[src/rtl/spi_pkg.sv]
// Shared constants for the SPI peripheral shift path.
// Latency: n/a (types and constants only).
// Backpressure: n/a.
package spi_pkg;

    // Bit-order encodings carried by lsbFirst / modeLsb.
    localparam logic SPI_MSB_FIRST = 1'b0;
    localparam logic SPI_LSB_FIRST = 1'b1;

    // Word width used when the parent does not override it.
    localparam int SPI_DEFAULT_WIDTH = 8;

endpackage : spi_pkg

[src/rtl/spi_bit_counter.sv]
// Modulo-width bit counter with synchronous clear and a terminal-count flag.
// Latency: count updates one clk after enable; terminal is combinational.
// Backpressure: none; clear has priority over enable.
module spi_bit_counter
    import spi_pkg::*;
#(
    parameter int width = SPI_DEFAULT_WIDTH,
    localparam int countWidth = $clog2(width)
) (
    input  logic                  clk,
    input  logic                  resetN,
    input  logic                  clear,
    input  logic                  enable,
    output logic [countWidth-1:0] count,
    output logic                  terminal
);

    localparam logic [countWidth-1:0] LAST = countWidth'(width - 1);

    // Terminal fires on the shift that brings the word to full width.
    assign terminal = enable && !clear && (count == LAST);

    // Counter register: clear wins, otherwise step and wrap at width-1.
    always_ff @(posedge clk or negedge resetN) begin
        if (!resetN) begin
            count <= '0;
        end else if (clear) begin
            count <= '0;
        end else if (enable) begin
            if (count == LAST) begin
                count <= '0;
            end else begin
                count <= count + countWidth'(1);
            end
        end
    end

endmodule : spi_bit_counter

[src/rtl/spi_shift_engine.sv]
// SPI shift register with bit counting and a received-word holding register.
// Latency: shift, wordDone, rxData and rxValid all update on the strobe's clk edge.
// Backpressure: none; a completed word overwrites unacked rxData and sets sticky overrun.
module spi_shift_engine
    import spi_pkg::*;
#(
    parameter int width = SPI_DEFAULT_WIDTH,
    localparam int countWidth = $clog2(width)
) (
    input  logic             clk,
    input  logic             resetN,
    input  logic             chipSelectN,
    input  logic             peripheralClkEdge,
    input  logic             lsbFirst,
    input  logic             parallelLoad,
    input  logic [width-1:0] parallelDataIn,
    input  logic             serialDataIn,
    output logic             serialDataOut,
    output logic [width-1:0] parallelDataOut,
    output logic             wordDone,
    output logic [width-1:0] rxData,
    output logic             rxValid,
    input  logic             rxAck,
    output logic             overrun,
    input  logic             clearOverrun
);

    logic [width-1:0]      shiftReg;
    logic [width-1:0]      shiftNext;
    logic                  modeLsb;
    logic                  shiftEn;
    logic                  counterClear;
    logic                  complete;
    logic [countWidth-1:0] bitCount;

    // Load beats deselect, deselect beats the strobe.
    assign counterClear = parallelLoad || chipSelectN;
    assign shiftEn      = !counterClear && peripheralClkEdge;

    spi_bit_counter #(
        .width (width)
    ) u_bit_counter (
        .clk      (clk),
        .resetN   (resetN),
        .clear    (counterClear),
        .enable   (shiftEn),
        .count    (bitCount),
        .terminal (complete)
    );

    // Next shift value: MSB-first shifts left, LSB-first shifts right.
    always_comb begin
        shiftNext = shiftReg;
        if (modeLsb == SPI_LSB_FIRST) begin
            shiftNext = {serialDataIn, shiftReg[width-1:1]};
        end else begin
            shiftNext = {shiftReg[width-2:0], serialDataIn};
        end
    end

    // Shift register and bit-order mode; order is latched only on load.
    always_ff @(posedge clk or negedge resetN) begin
        if (!resetN) begin
            shiftReg <= '0;
            modeLsb  <= SPI_MSB_FIRST;
        end else if (parallelLoad) begin
            shiftReg <= parallelDataIn;
            modeLsb  <= lsbFirst;
        end else if (shiftEn) begin
            shiftReg <= shiftNext;
        end
    end

    // Word completion pulse and capture of the full word including the last bit.
    always_ff @(posedge clk or negedge resetN) begin
        if (!resetN) begin
            wordDone <= 1'b0;
            rxData   <= '0;
        end else begin
            wordDone <= complete;
            if (complete) begin
                rxData <= shiftNext;
            end
        end
    end

    // Valid flag: completion sets it even if acked in the same cycle.
    always_ff @(posedge clk or negedge resetN) begin
        if (!resetN) begin
            rxValid <= 1'b0;
        end else if (complete) begin
            rxValid <= 1'b1;
        end else if (rxAck) begin
            rxValid <= 1'b0;
        end
    end

    // Sticky overrun: an unacked word being overwritten; set beats clear.
    always_ff @(posedge clk or negedge resetN) begin
        if (!resetN) begin
            overrun <= 1'b0;
        end else if (complete && rxValid && !rxAck) begin
            overrun <= 1'b1;
        end else if (clearOverrun) begin
            overrun <= 1'b0;
        end
    end

    assign serialDataOut   = (modeLsb == SPI_LSB_FIRST) ? shiftReg[0] : shiftReg[width-1];
    assign parallelDataOut = shiftReg;

endmodule : spi_shift_engine

[config.mk]
export PLATFORM = sky130hd
export DESIGN_NAME = spi_shift_engine
export DESIGN_NICKNAME = d
export VERILOG_FILES = /design/src/rtl/spi_pkg.sv /design/src/rtl/spi_bit_counter.sv /design/src/rtl/spi_shift_engine.sv
export SDC_FILE = /design/constraint.sdc
export NUM_CORES = 1
export LEC_CHECK = 0
export BUFFER_PORTS_ARGS = -buffer_cell sky130_fd_sc_hd__buf_2
export CAP_MARGIN = 10
export CORE_UTILIZATION = 38
export DETAILED_ROUTE_END_ITERATION = 8
export HOLD_SLACK_MARGIN = 0.08
export SLEW_MARGIN = 30
export SYNTH_ARGS = -nofsm -noshare
export SYNTH_HDL_FRONTEND = slang
export SYNTH_SLANG_ARGS = --single-unit
export TNS_END_PERCENT = 100
[constraint.sdc]
create_clock -name clk -period 1.7 [get_ports clk]
set_input_delay 0.255 -clock clk [delete_from_list [all_inputs] [get_ports clk]]
set_output_delay 0.255 -clock clk [all_outputs]
set_load 0.02 [all_outputs]
* After elaboration in Yosys (flattened, before gate mapping)
Cells that the tools add are included.
** Cells by class
- Muxes and demuxes :: 11
- Equal/unequal tests :: 1
- $add $sub $neg :: 1
- Reductions and logical operators :: 12
** Operator list (number)
- 8-bit 2-to-1 mux :: 3
- 3-bit 2-to-1 mux :: 3
- 2-bit nonzero test :: 4
- 1-bit logical AND :: 5
- 1-bit 2-to-1 mux :: 5
- 3-bit by 1-bit adder with 3-bit output, second input constant :: 1
- 3-bit equality test, second input constant :: 1
- 1-bit logical NOT :: 2
- 1-bit logical OR :: 1
** Word-level totals
- Register bits after elaboration :: 23

* Depth between registers and ports, before layout
Gate-level depths: netlist of run 1.
- Word-level depth :: 8
- Depth in mapped cells :: 6
- Gate-level depth less buffers :: 5

* Hierarchy
A second synthesis of run 1 with hierarchy kept.
** Unflattened totals
- Cell total of the unflattened synthesis :: 108
- Area, all modules :: 1088.5 um2
** By module, submodules not included
- spi_shift_engine :: area each 929.6 um2, sequential area each 500.5 um2, cells each 94, instances 1
- spi_bit_counter :: area each 158.9 um2, sequential area each 75.1 um2, cells each 14, instances 1

* Least setup slack after synthesis of run 1
No wires, ideal clock.
- Path kind :: register to register
- Start point :: reg u_bit_counter.count[0]
- End point :: reg rxValid
- Required time :: 1.582 ns
- Stages on the path, launching flop included :: 7
- Buffers on the path :: 2
- Setup slack :: 0.174 ns
- Data arrival time :: 1.408 ns
- Path through :: dfrtp_1 > ha_1 > ha_1 > and4bb_1 > buf_2 > buf_2 > a21o_1
** Between the ends
- Word-level cells in the longest chain between the ends :: 3
- Elaborated cells on any way between the ends :: 4
- Classes of those cells :: eq/ne: 1; mux: 1; reduce/logical: 2
** Ends and longest elaborated chain
- start: declaration :: line spi_bit_counter.sv:14 : output logic [countWidth-1:0] count,
- start signal: assignment :: line spi_bit_counter.sv:33 : count <= count + countWidth'(1);
- 3-bit equality test (*) :: line spi_bit_counter.sv:21 : assign terminal = enable && !clear && (count == LAST);
- 1-bit logical AND (*) :: line spi_bit_counter.sv:21
- net complete :: line spi_shift_engine.sv:33 : logic complete;
- 1-bit 2-to-1 mux / 2-bit nonzero test (equally long branches)
- end signal: assignment :: line spi_shift_engine.sv:90 : rxValid <= 1'b0;
- end signal: assignment :: line spi_shift_engine.sv:92 : rxValid <= 1'b1;
- end signal: assignment :: line spi_shift_engine.sv:94 : rxValid <= 1'b0;
- end: declaration :: line spi_shift_engine.sv:22 : output logic rxValid,
Mark *: on every way through the listed nets, which the timed path passes. The rest lies on a longest branch.
A chain may end at the register's enable or synchronous reset.

* Worst setup path after layout of run 1
- Start point :: reg modeLsb
- End point :: out serialDataOut
** Between the ends
- Word-level cells in the longest chain between the ends :: 1
** Ends and longest elaborated chain
- start: declaration :: line spi_shift_engine.sv:30 : logic modeLsb;
- start signal: assignment :: line spi_shift_engine.sv:68 : modeLsb <= lsbFirst;
- 1-bit 2-to-1 mux :: line spi_shift_engine.sv:109 : assign serialDataOut = (modeLsb == SPI_LSB_FIRST) ? shiftReg[0] : shiftReg[width-1];
- end: declaration :: line spi_shift_engine.sv:18 : output logic serialDataOut,
No other way between the ends.

==> metrics, run 1 <==
crit-path max FO 10; clock skew between 0.004 and 0.005 ns; Placer Congestion 0.7140; die width roughly 56 um; clk sinks 23; Setup TNS 0 ns; sw frac 30.08%; RSZ-0062 raised after global routing no; status finished, final reports clean; antenna violations before repair 0; Layout area overhead 21.27%; Cell Area, Synth 1124 um2; cts bufs inserted 3; number of cells after detailed placement 160; first-pass GRT wire length 4036 um; Mapped Cells 96; worst slew pin tran 0.5101 ns; adder-cell share of the synthesized area 2.227%; worst hold path type input port to flop; syn_nets about 120; FF-to-FF End rxData[0]; FF-to-FF setup slack 0.14 ns; logic gate share of total power 20.6%; Overall Power 1.082 mW; GRT Residual Overflow 0; number of synthesized register bits 23; Max Clock Freq 617.4 MHz; Seq pwr share 56.3%; GR Util All Layers 16.47%; Ports 37; sequential-to-total area share from yosys stat 51.22%; crit path time final roughly 1.6 ns; Synth Area per Inst 11.70 um2; CTS clk-pin slew, worst paths 0.12 ns; multiplexer share of the synthesized area a little under an eighth; CP Class flop to output port; vias in the first global route 849; Core Area between 2000 and 3000 um2; Pleak 0.7333 nW; Crit path arrival time between 1 and 1.5 ns; WL/cell 13.80 um; CP required roughly 1.4 ns; internal power 0.7569 mW; Site Rows 19; net switching power 0.3256 mW; Vias/cell 5.217; fin nets 155; H-tree levels 1; Min-Delay Endpoint parallelDataOut[4]; largest net degree at the start of global routing 24; top-area cell type share of the netlist area 51.22%; Compound-Gate Fraction of Synth Area 17.15%; synth unique cells 21; clock buffer depth 2; Hold Crit Depth 3; Die H 56.38 um; # diodes 0; endpoints failing setup 0; via count between 800 and 900; DRT Wirelength 2290 um; Non-Filler Instances between 150 and 200; ranking of synthesized cells by area dfrtp_1 51%, mux2i_1 9.8%, o221ai_2 9.4%, nand2_1 4.7%, a21oi_1 3.6%; yosys warns 0; hold wc startpoint parallelDataIn[4]; clk root buf clkbuf_4; Synth area leader dfrtp_1; DIE AREA ~3200 um2; critical path launch point type flop; Slew Limit Fails 0; Initial DRT Pass Iterations 4; TritonCTS clock tree built; Simple-Gate Fraction of Synth Area ~12%; layout cell share with drive strength beyond 1 40.74%; worst skew pair latency 0.30 ns; drt initial violations 35; fin crit share 95.28%; drt drc 0; Starting Density around 40%; Worst slew margin between 60% and 70%; antenna-violating nets left 0; Final Hold Viols 0; dpl hpwl 1706 um; power per cell area 794.4 nW/um2; worst reg2reg path startpoint u_bit_counter.count[0]; Max rail drop VDD 0.0004069 V; Worst Setup End Kind output port; Worst Reg-to-Reg Cells 6; I/O Buffers 36; largest family of logic cells by synthesized area compound AO/OA/AOI/OAI gates; Clock Power Share around 23%; Synth Area in XOR/XNOR 0%; max_cap viols 0
[per-stage QoR]
step	hold slack, ns	setup slack [ns]	area, um2	util, %
global route	0.1250	0.001839	1363	48.99
floorplan	-0.04059	0.1744	1124	-
finish	0.1509	0.08022	1363	48.99
CTS	0.1423	0.07837	1355	48.72
detailed placement	0.2583	0.1137	1318	47.37
global placement	0.2590	0.1972	1318	47.37
[layout make-up]
| cell class | instances | area (um2) |
|---|---|---|
| well taps | 31 | 38.79 |
| clock buffers | 4 | 26.28 |
| repair buffers | 42 | 227.7 |
| flip-flops and latches | 23 | 576.8 |
| fillers | 266 | 1419 |
| inverters | 2 | 7.507 |
| multi-input cells | 64 | 485.5 |
[critical path, stage by stage, from the launching register on]
cell and delay [ns]:
dfrtp_2 0.55, mux2_1 0.35, buf_2 0.16
[worst max-delay path by stage]
| stage | from | end | slack, ns | cells after the start |
|---|---|---|---|---|
| 4_1_cts | modeLsb | serialDataOut | 0.08 | 2 |
| 6_report | modeLsb | serialDataOut | 0.08 | 2 |
| 3_5_place_dp | u_bit_counter.count[0] | rxData[0] | 0.11 | 6 |
| 3_3_place_gp | u_bit_counter.count[0] | rxData[4] | 0.20 | 6 |
| 5_1_grt | u_bit_counter.count[0] | rxData[0] | 0.002 | 6 |
| 2_1_floorplan | u_bit_counter.count[0] | rxValid | 0.17 | 6 |
[per-layer routing]
metal | up-vias | GRT usage (%) | wire (um)
li1 | 423 | - | -
met1 | 416 | 23.26 | 1143
met2 | 25 | 25.00 | 1018
met3 | 2 | 3.226 | 114
met4 | 0 | 6.272 | 13
met5 | - | 0 | 0
[kinds of logic after synthesis]
group	after synthesis
compound gates	19
fa+ha+maj	2
buf+inv	9
flops	23
mux	13
simple gates	30
[synth_stat cells]
library cell and number:
and4bb_1 1, inv_1 2, mux2_1 2, mux2i_1 11
a32o_1 1, buf_12 1, buf_6 1, a21oi_1 8
buf_2 4, nor3_1 3, a21o_1 1, a22oi_4 1
nor2b_1 2, dfrtp_1 23, or3b_1 1, nand2_1 14
o21ai_2 1, nor2_1 9, ha_1 2, o221ai_2 7
buf_1 1
[flip-flops by register name (all words and copies together) (netlist names)]
signal,cells
u_bit_counter.count,3
overrun,1
modeLsb,1
parallelDataOut,8
rxData,8
rxValid,1
wordDone,1
[power by group through the flow]
stage          registers, mW  clock network, mW  logic, mW
2_1_floorplan          0.631                  0      0.126
3_3_place_gp           0.618                  0      0.217
3_5_place_dp           0.620                  0      0.221
4_1_cts                0.609              0.260      0.224
5_1_grt                0.614              0.290      0.243
6_report               0.609              0.250      0.223
[layout by cell type, fill, tap and decap left out, types with 2 or more instances in the layout]
cell type  count
buf_2         36
dfrtp_1       22
nand2_1       14
mux2i_1       11
nor2_1         9
a21oi_1        8
o221ai_2       7
buf_4          5
nor3_1         3
clkbuf_4       3
mux2_1         2
inv_1          2
nor2b_1        2
ha_1           2
[repair_timing]
| action | CTS | global route |
|---|---|---|
| endpoints found under the hold margin | 23 | 0 |
| hold buffers | 1 | 0 |
| resized for setup | 1 | 1 |
| buffers inserted | 0 | 1 |
| endpoints found under the setup margin | 1 | 3 |
(Power assumes the default switching activity.)
==> run 2, diff against run 1 <==
--- a/config.mk
+++ b/config.mk
@@ -10,6 +10,8 @@
 export CORE_UTILIZATION = 38
 export DETAILED_ROUTE_END_ITERATION = 8
 export HOLD_SLACK_MARGIN = 0.08
+export RECOVER_POWER = 100
+export SETUP_SLACK_MARGIN = 0.4
 export SLEW_MARGIN = 30
 export SYNTH_ARGS = -nofsm -noshare
 export SYNTH_HDL_FRONTEND = slang
==> metrics, run 2 (synthesis results as in run 1) <==
status finished, final reports clean; fin crit share 85.04% (-10 points); GR Util All Layers 17.12% (+0.65 points); Worst Setup End Kind flop; Setup TNS 0 ns (unchanged); drt initial violations 13 (-63%); net switching power 0.3348 mW (+2.9%); critical path launch point type flop; Layout area overhead 27.17%; DRT Wirelength 2554 um (+12%); worst hold path type input port to flop; # diodes 0 (unchanged); cts bufs inserted 3 (unchanged); clock skew 0.008057 ns (+0.003153 ns); Worst Reg-to-Reg Cells 4 (-2); GRT Residual Overflow 0 (unchanged); Core Area 2781 um2 (unchanged); crit path time final 1.446 ns (-0.1741 ns); Ports 37 (unchanged); hold slack 0.1521 ns (+0.001260 ns); sw frac 30.23% (+0.15 points); clk sinks 23 (unchanged); leading cell type in the layout, fill and taps excluded dfrtp_1; CP Class flop to flop; CP required 1.90 ns (+0.46 ns); critical-path cell with the highest stage delay dfrtp_1; placed instance area 1325 um2 (+0.57%); TritonCTS clock tree built; Placer Congestion 0.7277 (+1.9%); Hold Crit Depth 3 (unchanged); hold wc startpoint parallelDataIn[3]; crit-path max FO 5 (-5); power per cell area 775.2 nW/um2 (-2.4%); worst skew pair latency 0.30 ns (about the same); Clock Power Share 21.9% (-1.2 points); Crit path largest cell delay 0.40 ns (-0.15 ns); Final Cell Area 1429 um2 (+4.9%); Worst slew margin 65.94% (about the same); WL/cell 14.85 um (+7.6%); worst slew pin tran 0.5109 ns (+0.0008533 ns); Vias/cell 5.209 (-0.15%); clk root buf clkbuf_4; Worst path most repeated cell ha_1; first-pass GRT wire length 4174 um (+3.4%); most frequent cells in the layout 23 x dfrtp_1, 21 x clkbuf_1, 16 x buf_2; Max rail drop VDD 0.0004721 V (+16%); Slew Limit Fails 0 (unchanged); CP cell instances ha_1 > ha_1 > and4bb_1 > a32o_1; Max Clock Freq 691.7 MHz (+12%); antenna violations before repair 0 (unchanged); fillcell total 285 (+7.1%); largest net degree at the start of global routing 24 (unchanged); vias in the first global route 854 (+0.59%); clock buffer depth 2 (unchanged); max_cap viols 0 (unchanged); internal power 0.7728 mW (+2.1%); PnR worst setup slack 0.2543 ns (+0.1741 ns); Min-Delay Endpoint parallelDataOut[3]; fin nets 161 (+3.9%); drt drc 0 (unchanged); die width 56.38 um (unchanged); DIE AREA 3178 um2 (unchanged); worst reg2reg path startpoint u_bit_counter.count[1]; Seq. cell area 575.6 um2 (-0.22%); layout cell share with drive strength beyond 1 29.08% (-12 points); Crit path arrival time 1.64 ns (+0.28 ns); multi-input logic area 543.0 um2 (+12%); I/O Buffers 36 (unchanged); FF-to-FF setup slack 0.25 ns (+0.11 ns); RSZ-0062 raised after global routing yes; H-tree levels 1 (unchanged); Final Hold Viols 0 (unchanged); Pleak 0.7021 nW (-4.3%); CTS clk-pin slew, worst paths 0.13 ns (about the same); FF-to-FF End overrun; Seq pwr share 54.3% (-2.0 points); antenna-violating nets left 0 (unchanged); Die H 56.38 um (unchanged); via count 896 (+3.5%); Overall Power 1.108 mW (+2.3%); Starting Density 40.40% (unchanged); Initial DRT Pass Iterations 4 (unchanged); Place WS 0.1225 ns (+0.008792 ns); Site Rows 19 (unchanged); endpoints failing setup 0 (unchanged); logic gate share of total power 23.8% (+3.2 points); dpl hpwl 1729 um (+1.3%)
-- run 2: worst max path at each step --
stage                                start             to  slack (ns)  cells after the start
CTS                                modeLsb  serialDataOut        0.27                      2
finish              u_bit_counter.count[1]        overrun        0.25                      4
floorplan           u_bit_counter.count[0]        rxValid        0.30                      6
global route        u_bit_counter.count[1]        overrun        0.18                      4
global placement    u_bit_counter.count[0]        overrun        0.16                      4
detailed placement  u_bit_counter.count[0]        overrun        0.12                      4
-- run 2: routing by layer --
metal  share of wire, %  vias to the layer above  GRT usage, %
met4               0.74                        0         6.272
met3                3.8                        2         2.074
met5                  0                        -             0
li1                   -                      440             -
met2                 47                       23         26.87
met1                 49                      431         24.33
-- run 2: critical path, delay by kind of cell (launching register included) --
family	cells	cell delay [ns]
AND/OR/NAND/NOR	1	0.27
AO/OA/AOI/OAI	1	0.26
adder cells (fa/ha/maj)	2	0.42
flip-flops	1	0.40
-- run 2: per-stage QoR --
| stage | utilization [%] | cells |
|---|---|---|
| floorplan | - | 96 |
| global placement | 47.64 | 159 |
| detailed placement | 47.64 | 159 |
| CTS | 51.60 | 170 |
| global route | 51.37 | 172 |
| finish | 51.37 | 172 |
-- run 2: repair_timing --
| item | 4_1_cts | 5_1_grt |
|---|---|---|
| buffers inserted | 4 | 1 |
| endpoints found under the setup margin | 12 | 22 |
| hold endpoints to repair | 23 | 0 |
| pin swaps | 2 | 3 |
| hold buffers | 1 | 0 |
| cloned | 2 | 1 |
| resized for setup | 6 | 23 |
-- run 2: layout make-up --
type,instances,share of cell area [%]
inverters,2,0.5254
repair buffers,45,16.55
clock buffers,3,1.576
well taps,31,2.715
multi-input cells,67,38.00
flip-flops and latches,23,40.28
clock inverters,1,0.3503
-- run 2: power groups by stage --
| stage | logic [mW] | registers, mW | clock network, mW |
|---|---|---|---|
| floorplan | 0.126 | 0.631 | 0 |
| global placement | 0.229 | 0.611 | 0 |
| detailed placement | 0.231 | 0.612 | 0 |
| CTS | 0.258 | 0.600 | 0.257 |
| global route | 0.287 | 0.606 | 0.281 |
| finish | 0.264 | 0.601 | 0.242 |
==> run 3, diff against run 2 <==
--- a/config.mk
+++ b/config.mk
@@ -10,6 +10,7 @@
 export CORE_UTILIZATION = 38
 export DETAILED_ROUTE_END_ITERATION = 8
 export HOLD_SLACK_MARGIN = 0.08
+export PLACE_DENSITY_LB_ADDON = 0.3
 export RECOVER_POWER = 100
 export SETUP_SLACK_MARGIN = 0.4
 export SLEW_MARGIN = 30
==> metrics, run 3 (synthesis results as in run 1) <==
critical path launch point type flop; Pleak 0.6749 nW (-3.9%); via count 925 (+3.2%); Initial DRT Pass Iterations 4 (unchanged); Die H 56.38 um (unchanged); worst reg2reg path startpoint modeLsb; first-pass GRT wire length 4429 um (+6.1%); Placer Congestion 0.7486 (+2.9%); clk root buf clkbuf_4; worst skew pair latency 0.31 ns (about the same); TritonCTS clock tree built; leading cell type in the layout, fill and taps excluded dfrtp_1; drt drc 0 (unchanged); H-tree levels 1 (unchanged); Core Area 2781 um2 (unchanged); drt initial violations 18 (+5); Max rail drop VDD 0.0006735 V (+43%); Slew Limit Fails 0 (unchanged); Max Clock Freq 671.3 MHz (-3.0%); clock skew 0.004363 ns (-0.003694 ns); DRT Wirelength 2597 um (+1.7%); placed instance area 1318 um2 (-0.57%); Worst Setup End Kind output port; Starting Density 40.40% (unchanged); I/O Buffers 36 (unchanged); crit path time final 1.490 ns (+0.04399 ns); most frequent cells in the layout 22 x dfrtp_1, 21 x clkbuf_1, 15 x buf_2; Site Rows 19 (unchanged); # diodes 0 (unchanged); RSZ-0062 raised after global routing yes; endpoints failing setup 0 (unchanged); WL/cell 15.46 um (+4.1%); crit path launch parallelDataOut[0]; DIE AREA 3178 um2 (unchanged); Layout area overhead 24.72%; fin nets 157 (-2.5%); CTS clk-pin slew, worst paths 0.12 ns (about the same); status finished, final reports clean; Final Hold Viols 0 (unchanged); largest net degree at the start of global routing 24 (unchanged); worst hold path type input port to flop; Setup TNS 0 ns (unchanged); Place WS 0.1066 ns (-0.01590 ns); vias in the first global route 880 (+3.0%); Crit path arrival time 1.23 ns (-0.41 ns); clock buffer depth 2 (unchanged); CP required 1.44 ns (-0.46 ns); FF-to-FF End parallelDataOut[3]; fin crit share 87.63% (+2.6 points); Non-Filler Instances 168 (-2.3%); GR Util All Layers 18.12% (+1.0 points); dpl hpwl 1672 um (-3.3%); fillcell total 276 (-3.2%); Vias/cell 5.506 (+5.7%); Ports 37 (unchanged); CP Class flop to output port; FF-to-FF setup slack 0.22 ns (-0.03 ns); hold slack 0.1451 ns (-0.007028 ns); power per cell area 795.6 nW/um2 (+2.6%); number of cells after detailed placement 158 (-0.63%); Worst slew margin 55.93% (-10 points); worst slew pin tran 0.6611 ns (+0.1501 ns); GRT Residual Overflow 0 (unchanged); Setup crit end serialDataOut; Final Cell Area 1401 um2 (-1.9%); antenna violations before repair 0 (unchanged); layout cell share with drive strength beyond 1 28.47% (-0.61 points); crit-path max FO 4 (-1); cts bufs inserted 3 (unchanged); PnR worst setup slack 0.2104 ns (-0.04399 ns); die width 56.38 um (unchanged); Worst Reg-to-Reg Cells 4 (unchanged); antenna-violating nets left 0 (unchanged); max_cap viols 0 (unchanged); clk sinks 23 (unchanged)
run 3: critical path, stage by stage (launching register included):
cell and delay (ns):
dfrtp_1 0.44, mux2_1 0.34, buf_6 0.14
run 3: metal layers:
layer  vias to the layer above  global-route usage (%)  share of wire [%]  wire length (um)
li1                        433                       -                  -                 -
met1                       464                   24.74                 46              1190
met2                        26                   28.23                 49              1270
met3                         2                   4.839                4.6               119
met4                         0                   5.575               0.65                17
met5                         -                       0                  0                 0
run 3: metrics by stage:
step	util [%]	power, mW
after global placement	47.37	0.8354
after detailed placement	47.37	0.8408
final	50.38	1.115
after floorplan	-	0.7573
after CTS	51.51	1.128
after global routing	50.38	1.172
run 3: what timing repair did:
| item | CTS | global route |
|---|---|---|
| hold buffers | 1 | 0 |
| pin swaps | 2 | 3 |
| buffers inserted | 3 | 0 |
| resized for setup | 10 | 11 |
| gates cloned | 2 | 0 |
| endpoints found under the hold margin | 23 | 0 |
| setup endpoints to repair | 16 | 17 |
run 3: how the worst min path moves through the flow:
| stage | start | endpoint | slack, ns | depth (start not counted) |
|---|---|---|---|---|
| finish | parallelDataIn[6] | parallelDataOut[6] | 0.15 | 3 |
| global route | parallelDataIn[0] | parallelDataOut[0] | 0.15 | 3 |
| CTS | parallelDataIn[6] | parallelDataOut[6] | 0.14 | 3 |
| detailed placement | resetN | rxValid | 0.26 | 1 |
| global placement | resetN | overrun | 0.26 | 1 |
| floorplan | resetN | modeLsb | -0.04 | 0 |
run 3: layout make-up:
class / count / area, um2 / share of cell area, %
inverters: 2 / 7.507 / 0.5357
clock inverters: 1 / 5.005 / 0.3571
well taps: 31 / 38.79 / 2.768
repair buffers: 42 / 206.4 / 14.73
flip-flops and latches: 23 / 576.8 / 41.16
clock buffers: 3 / 22.52 / 1.607
multi-input cells: 66 / 544.3 / 38.84
run 3: power by group:
group	leakage [nW]	internal, mW	switching [mW]
sequential	0.302	0.573	0.0347
clock	0.0177	0.0880	0.166
combinational	0.355	0.105	0.148
